### src/rtl/dma_controller_mc_if.sv
// Bus-side signals of the multi-channel DMA controller: BR/BG request-grant pair,
// burst completion strobe and the address/offset/length of the current burst.
interface dma_controller_mc_if #(
    parameter int WORD_SIZE = 16
);
    // BR is held high while the DMA wants or owns the bus. A cycle with BR=1 and
    // BG=1 means the bus is granted. In XFER, a cycle with BG=1 and finish=1
    // completes exactly one burst of burst_len words at address_dma + offset.
    logic                 BR;
    logic                 BG;
    logic                 finish;
    logic [WORD_SIZE-1:0] address_dma;
    logic [WORD_SIZE-1:0] offset;
    logic [WORD_SIZE-1:0] burst_len;

    modport master (
        output BR, address_dma, offset, burst_len,
        input  BG, finish
    );

    modport slave (
        input  BR, address_dma, offset, burst_len,
        output BG, finish
    );
endinterface

### src/rtl/dma_controller_mc.sv
// Multi-channel burst DMA controller with round-robin channel arbitration.
// Optional macro DMA_ABORT_EN adds an abort input and a per-channel abort_flag output.
module dma_controller_mc #(
    parameter int WORD_SIZE = 16,
    parameter int NUM_CH    = 2,
    parameter int BURST     = 4,
    localparam int CH_W     = (NUM_CH > 1) ? $clog2(NUM_CH) : 1
) (
    input  logic                        clk,
    input  logic                        reset,
    input  logic [NUM_CH-1:0]           start,
    input  logic [NUM_CH*WORD_SIZE-1:0] address,
    input  logic [NUM_CH*WORD_SIZE-1:0] length,
    dma_controller_mc_if.master         bus,
`ifdef DMA_ABORT_EN
    input  logic                        abort,
    output logic [NUM_CH-1:0]           abort_flag,
`endif
    output logic [CH_W-1:0]             active_ch,
    output logic [NUM_CH-1:0]           dma_end_interrupt,
    output logic                        busy,
    output logic [1:0]                  o_dbg_state
);

    typedef enum logic [1:0] {
        S_IDLE = 2'd0,
        S_REQ  = 2'd1,
        S_XFER = 2'd2,
        S_DONE = 2'd3
    } state_t;

    state_t               r_state;
    logic [NUM_CH-1:0]    r_pending;
    logic [NUM_CH-1:0]    r_irq;
    logic [WORD_SIZE-1:0] r_addr_q [NUM_CH];
    logic [WORD_SIZE-1:0] r_len_q  [NUM_CH];
    logic [WORD_SIZE-1:0] r_addr_dma;
    logic [WORD_SIZE-1:0] r_offset;
    logic [WORD_SIZE-1:0] r_remain;
    logic [CH_W-1:0]      r_active;
    logic [CH_W-1:0]      r_rr_ptr;
    logic                 r_br;
`ifdef DMA_ABORT_EN
    logic [NUM_CH-1:0]    r_abort_flag;
`endif

    logic                 w_sel_valid;
    logic [CH_W-1:0]      w_sel;
    logic [WORD_SIZE-1:0] w_burst_len;
    logic                 w_count;
    logic                 w_last;
    logic                 w_abort;
    logic [NUM_CH-1:0]    w_ch_active;

`ifdef DMA_ABORT_EN
    assign w_abort = abort;
`else
    assign w_abort = 1'b0;
`endif

    function automatic logic [CH_W-1:0] rr_idx(input logic [CH_W-1:0] base, input int k);
        int s;
        s = int'(base) + k;
        if (s >= NUM_CH) s = s - NUM_CH;
        return CH_W'(s);
    endfunction

    // Scan downward so the smallest distance from the pointer wins.
    always_comb begin
        w_sel_valid = 1'b0;
        w_sel       = '0;
        for (int k = NUM_CH - 1; k >= 0; k--) begin
            if (r_pending[rr_idx(r_rr_ptr, k)]) begin
                w_sel_valid = 1'b1;
                w_sel       = rr_idx(r_rr_ptr, k);
            end
        end
    end

    always_comb begin
        w_burst_len = (r_remain > WORD_SIZE'(BURST)) ? WORD_SIZE'(BURST) : r_remain;
        w_count     = bus.BG && bus.finish;
        w_last      = (r_remain == w_burst_len);
        for (int i = 0; i < NUM_CH; i++) begin
            w_ch_active[i] = (r_state != S_IDLE) && (r_active == CH_W'(i));
        end
    end

    always_ff @(posedge clk) begin
        if (reset) begin
            r_state    <= S_IDLE;
            r_pending  <= '0;
            r_irq      <= '0;
            r_addr_dma <= '0;
            r_offset   <= '0;
            r_remain   <= '0;
            r_active   <= '0;
            r_rr_ptr   <= '0;
            r_br       <= 1'b0;
`ifdef DMA_ABORT_EN
            r_abort_flag <= '0;
`endif
            for (int i = 0; i < NUM_CH; i++) begin
                r_addr_q[i] <= '0;
                r_len_q[i]  <= '0;
            end
        end else begin
            r_irq <= '0;
`ifdef DMA_ABORT_EN
            r_abort_flag <= '0;
`endif
            case (r_state)
                S_IDLE: begin
                    if (w_sel_valid) begin
                        r_active   <= w_sel;
                        r_addr_dma <= r_addr_q[w_sel];
                        r_offset   <= '0;
                        r_remain   <= r_len_q[w_sel];
                        // Zero-length requests complete without touching the bus.
                        if (r_len_q[w_sel] == '0) begin
                            r_state      <= S_DONE;
                            r_irq[w_sel] <= 1'b1;
                        end else begin
                            r_state <= S_REQ;
                            r_br    <= 1'b1;
                        end
                    end
                end
                S_REQ: begin
                    if (w_abort) begin
                        r_state         <= S_DONE;
                        r_br            <= 1'b0;
                        r_irq[r_active] <= 1'b1;
`ifdef DMA_ABORT_EN
                        r_abort_flag[r_active] <= 1'b1;
`endif
                    end else if (bus.BG) begin
                        r_state <= S_XFER;
                    end
                end
                S_XFER: begin
                    if (w_count) begin
                        r_offset <= r_offset + w_burst_len;
                        r_remain <= r_remain - w_burst_len;
                    end
                    if (w_abort || (w_count && w_last)) begin
                        r_state         <= S_DONE;
                        r_br            <= 1'b0;
                        r_irq[r_active] <= 1'b1;
`ifdef DMA_ABORT_EN
                        if (w_abort) r_abort_flag[r_active] <= 1'b1;
`endif
                    end
                end
                S_DONE: begin
                    r_pending[r_active] <= 1'b0;
                    r_rr_ptr <= (r_active == CH_W'(NUM_CH - 1)) ? '0 : r_active + 1'b1;
                    r_state  <= S_IDLE;
                end
                default: r_state <= S_IDLE;
            endcase

            // A channel that is queued or being serviced keeps its latched request.
            for (int i = 0; i < NUM_CH; i++) begin
                if (start[i] && !r_pending[i] && !w_ch_active[i]) begin
                    r_pending[i] <= 1'b1;
                    r_addr_q[i]  <= address[i*WORD_SIZE +: WORD_SIZE];
                    r_len_q[i]   <= length[i*WORD_SIZE +: WORD_SIZE];
                end
            end
        end
    end

    assign bus.BR            = r_br;
    assign bus.address_dma   = r_addr_dma;
    assign bus.offset        = r_offset;
    assign bus.burst_len     = w_burst_len;
    assign active_ch         = r_active;
    assign dma_end_interrupt = r_irq;
    assign busy              = (r_state != S_IDLE);
    assign o_dbg_state       = r_state;
`ifdef DMA_ABORT_EN
    assign abort_flag        = r_abort_flag;
`endif

endmodule

### src/flat_wrapper.sv
// flat-port wrapper written by rule: the top's interface ports become plain ports
module dma_controller_mc_flat 
#(
    parameter int WORD_SIZE = 16,
    parameter int NUM_CH    = 2,
    parameter int BURST     = 4,
    localparam int CH_W     = (NUM_CH > 1) ? $clog2(NUM_CH) : 1
)
  (clk, reset, start, address, length, active_ch, dma_end_interrupt, busy, o_dbg_state, bus_BR, bus_address_dma, bus_offset, bus_burst_len, bus_BG, bus_finish);
  dma_controller_mc_if #(.WORD_SIZE(WORD_SIZE)) bus_i ();
  input  logic clk;
  input  logic reset;
  input  logic [NUM_CH-1:0] start;
  input  logic [NUM_CH*WORD_SIZE-1:0] address;
  input  logic [NUM_CH*WORD_SIZE-1:0] length;
  output logic [CH_W-1:0] active_ch;
  output logic [NUM_CH-1:0] dma_end_interrupt;
  output logic busy;
  output logic [1:0] o_dbg_state;
  output wire logic [$bits(bus_i.BR)-1:0] bus_BR;
  output wire logic [$bits(bus_i.address_dma)-1:0] bus_address_dma;
  output wire logic [$bits(bus_i.offset)-1:0] bus_offset;
  output wire logic [$bits(bus_i.burst_len)-1:0] bus_burst_len;
  input wire logic [$bits(bus_i.BG)-1:0] bus_BG;
  input wire logic [$bits(bus_i.finish)-1:0] bus_finish;
  assign bus_BR = bus_i.BR;
  assign bus_address_dma = bus_i.address_dma;
  assign bus_offset = bus_i.offset;
  assign bus_burst_len = bus_i.burst_len;
  assign bus_i.BG = bus_BG;
  assign bus_i.finish = bus_finish;
  dma_controller_mc #(.WORD_SIZE(WORD_SIZE), .NUM_CH(NUM_CH), .BURST(BURST)) u_core (.clk(clk), .reset(reset), .start(start), .address(address), .length(length), .bus(bus_i), .active_ch(active_ch), .dma_end_interrupt(dma_end_interrupt), .busy(busy), .o_dbg_state(o_dbg_state));
endmodule
### config.mk
export PLATFORM = sky130hd
export DESIGN_NAME = dma_controller_mc_flat
export DESIGN_NICKNAME = d
export VERILOG_FILES = /design/src/rtl/dma_controller_mc_if.sv /design/src/rtl/dma_controller_mc.sv /design/src/flat_wrapper.sv
export SDC_FILE = /design/constraint.sdc
export NUM_CORES = 1
export LEC_CHECK = 0
export ABC_AREA = 1
export BUFFER_PORTS_ARGS = -buffer_cell sky130_fd_sc_hd__buf_2
export CORE_MARGIN = 4
export CORE_UTILIZATION = 40
export CTS_CLUSTER_DIAMETER = 50
export CTS_CLUSTER_SIZE = 40
export DETAILED_ROUTE_END_ITERATION = 8
export PLACE_DENSITY_LB_ADDON = 0.3
export SLEW_MARGIN = 20
export SYNTH_ARGS = -nofsm -noshare
export SYNTH_HDL_FRONTEND = slang
export SYNTH_SLANG_ARGS = --single-unit
export TNS_END_PERCENT = 5
### constraint.sdc
create_clock -name clk -period 2.85 [get_ports clk]
set_input_delay 0.1425 -clock clk [delete_from_list [all_inputs] [get_ports clk]]
set_output_delay 0.1425 -clock clk [all_outputs]
set_load 0.02 [all_outputs]
==> impl_metrics.tcl <==
set metrics [dict create \
    holdPathStages 3 \
    fp.dieW_um 135 \
    nFillCells 1550 \
    setup-tns-final_ps 0 \
    path_clk_slew_ps 60 \
    core_area_um2 15800 \
    ys_types 51 \
    cp_max_fo 7 \
    grt_overflow_total 0 \
    hp-start "length[4]" \
    routed_wl_um 15400 \
    hpwl_um 10800 \
    die-area_um2 18100 \
    firstDrtPassIters 6 \
    die_height_um 135 \
    vias 5518 \
    final-setup-viol-count 0 \
    drt-initial-drc-count 356 \
    holdBufCountCts 0 \
    r2r_setup_slack_ps 180 \
    critPathLaunch "u_core.r_remain[12]" \
    skew_ps 7.56 \
    cp-end-kind "flop" \
    ant_nets 0 \
    fin_crit_sh 0.935 \
    grt_pass1_vias 5186 \
    period_needed_ps 2670 \
    synth.top_cell.area_share 0.300 \
    use_met2 0.282 \
    clock_path_buffers 2 \
    grt_pass1_wl_um 25200 \
    final_common_cell "nand2_1" \
    report.final.slew_viol_count 0 \
    portBuffers 111 \
    peakVddDrop_uv 605 \
    outcome "finished, final reports clean" \
    fmax_ghz 0.375 \
    antenna_cells 0 \
    tightest_slew_ps 752 \
    h-tree-depth 4 \
    grt_max_degree 48 \
    syn_inst 803 \
    grt_setup_unrepaired "false" \
    met3_usage 0.0432 \
    cts_tree "done" \
    cts_setup_buffers 0 \
    hp-class "in2reg" \
    clk-insertion-delay-late_ps 420 \
    synth-edff-count 64 \
    report.power.total_w 0.00797 \
    nets 1020 \
    layout_common_cells "nand2_1 (169), buf_2 (111), inv_1 (110), nor2_1 (108), edfxtp_1 (64)" \
    cts_root_buf "clkbuf_16" \
    whs_endpoint "u_core.r_len_q[0][4]" \
    post-route-drc-count 0 \
    antenna_found_initial 1 \
    rr_endpoint "u_core.bus.offset[14]" \
    ys_seq_area_frac 0.478 \
    slew-limit-headroom 0.498 \
    synth_seq_cells 121 \
    avgSynthCellArea_um2 7.98 \
    r2r-start "u_core.r_remain[12]" \
    cp.required_ps 3130 \
    synthesis.area_um2 6410 \
    routed_via_density 4.77 \
    drive_gt1_frac 0.201 \
    start_util 0.406 \
    grt_busiest_layer "met2" \
    wire_per_inst_um 13.3 \
    yosysWarnings 0 \
    ys_top_cells_by_area "edfxtp_1 (30%), dfxtp_1 (18%), nand2_1 (10%)" \
    leakagePower_nw 3.70 \
    async_reset_ff_frac 0 \
    synthFlopType "edfxtp_1" \
    routabilityCongestion 0.874 \
    rr_worst_depth 16 \
    grt_usage 0.174 \
    crit_type "reg2reg" \
    worst_setup_path_start_kind "flop" \
    ioPinCount 125 \
    timing.max_cap.violations 0 \
    power_density_nw_per_um2 1020 \
    hold_viol 0 \
    numCtsBuffers 17 \
    gr-usage-met1 0.233 \
    crit_arrival_ps 2940 \
    synth.largest_area_cell "edfxtp_1" \
    cts_sinks 121 \
    rows 46 \
    areaGrowthSynthToFinish_pct 21.6 \
]
-- metal layers --
metal	part of all wire	vias to the layer above	wire, um
li1	-	2836	-
met1	0.47	2501	7150
met2	0.46	154	7060
met3	0.062	25	956
met4	0.013	2	193
met5	0.00078	-	12
-- sequential cells by signal (all words and copies together) (netlist names) --
signal	count
u_core.r_len_q	32
u_core.r_addr_q	32
u_core.active_ch	1
u_core.r_remain	16
u_core.bus.offset	16
u_core.bus.address_dma	16
u_core.bus.BR	1
u_core.r_pending	2
u_core.r_rr_ptr	1
u_core.o_dbg_state	2
u_core.dma_end_interrupt	2
-- worst max-delay path, stage by stage (launching register included) --
cell	delay (ps)
dfxtp_1	460
nor2_1	70
and2_1	180
nand3_4	160
nor2_2	60
ha_1	210
fa_1	410
nand3_1	110
nand3_1	90
nand2_1	90
nand2_1	50
a21oi_1	160
inv_1	120
nand3_1	120
nand3_1	90
nand3_1	80
a21oi_1	60
-- power by group --
group / internal (W) / total (W) / leakage (nW) / switching [W]
sequential: 0.00228 / 0.00254 / 1.14 / 0.000254
clock: 0.00128 / 0.00207 / 0.276 / 0.000790
combinational: 0.00111 / 0.00336 / 2.28 / 0.00225
total: 0.00468 / 0.00797 / 3.70 / 0.00329
-- repair_timing --
action / 4_1_cts / 5_1_grt
resized for setup: 0 / 7
setup endpoints to repair: 0 / 8
endpoints found under the hold margin: 0 / 0
-- how the worst max path moves through the flow --
stage                                 end  slack [ps]
finish              u_core.bus.offset[14]         180
floorplan           u_core.bus.offset[15]         250
global route        u_core.bus.offset[14]          10
detailed placement  u_core.bus.offset[15]         190
global placement    u_core.bus.offset[14]         280
CTS                 u_core.bus.offset[15]         170
-- final cells by class --
type | count | area [um^2] | share of cell area
Clock buffer | 20 | 437 | 0.0560
Timing Repair Buffer | 124 | 678 | 0.0870
Multi-Input combinational cell | 550 | 2790 | 0.358
Clock inverter | 12 | 126 | 0.0162
Sequential cell | 121 | 3060 | 0.393
Tap cell | 216 | 270 | 0.0347
Inverter | 115 | 432 | 0.0554
-- cell families (layout without fill, tap and decap cells) --
kind of cell             after synthesis  in the layout  share of synthesized area
AND/OR/NAND/NOR                      364            364                      0.249
buffers and inverters                156            271                      0.103
AO/OA/AOI/OAI                        135            135                      0.120
flip-flops                           121            121                      0.478
adder cells (fa/ha/maj)               21             21                     0.0422
other                                  2             26                    0.00117
XOR/XNOR                               2              2                    0.00273
multiplexers                           2              2                    0.00312
-- through the flow --
step / worst slack, ps / util / cells / area (um^2) / hold slack [ps]
floorplan: 248 / - / 827 / 6500 / 324
global placement: 284 / 0.458 / 1126 / 7220 / 440
detailed placement: 191 / 0.458 / 1126 / 7220 / 443
CTS: 168 / 0.493 / 1158 / 7780 / 7.80
global route: 10.7 / 0.494 / 1158 / 7790 / 15.0
finish: 184 / 0.494 / 1158 / 7790 / 17.3
-- synth_stat cells, types with 5 or more instances --
master	count
nand2_1	170
nor2_1	111
inv_1	110
edfxtp_1	64
dfxtp_1	57
a21oi_1	55
nand3_1	33
o21ai_0	29
a31oi_1	21
ha_1	20
buf_4	13
nand4_1	13
buf_2	11
clkbuf_1	10
o21ai_1	9
a211oi_1	5
buf_1	5
o211ai_1	5
(Power assumes the default switching activity.)
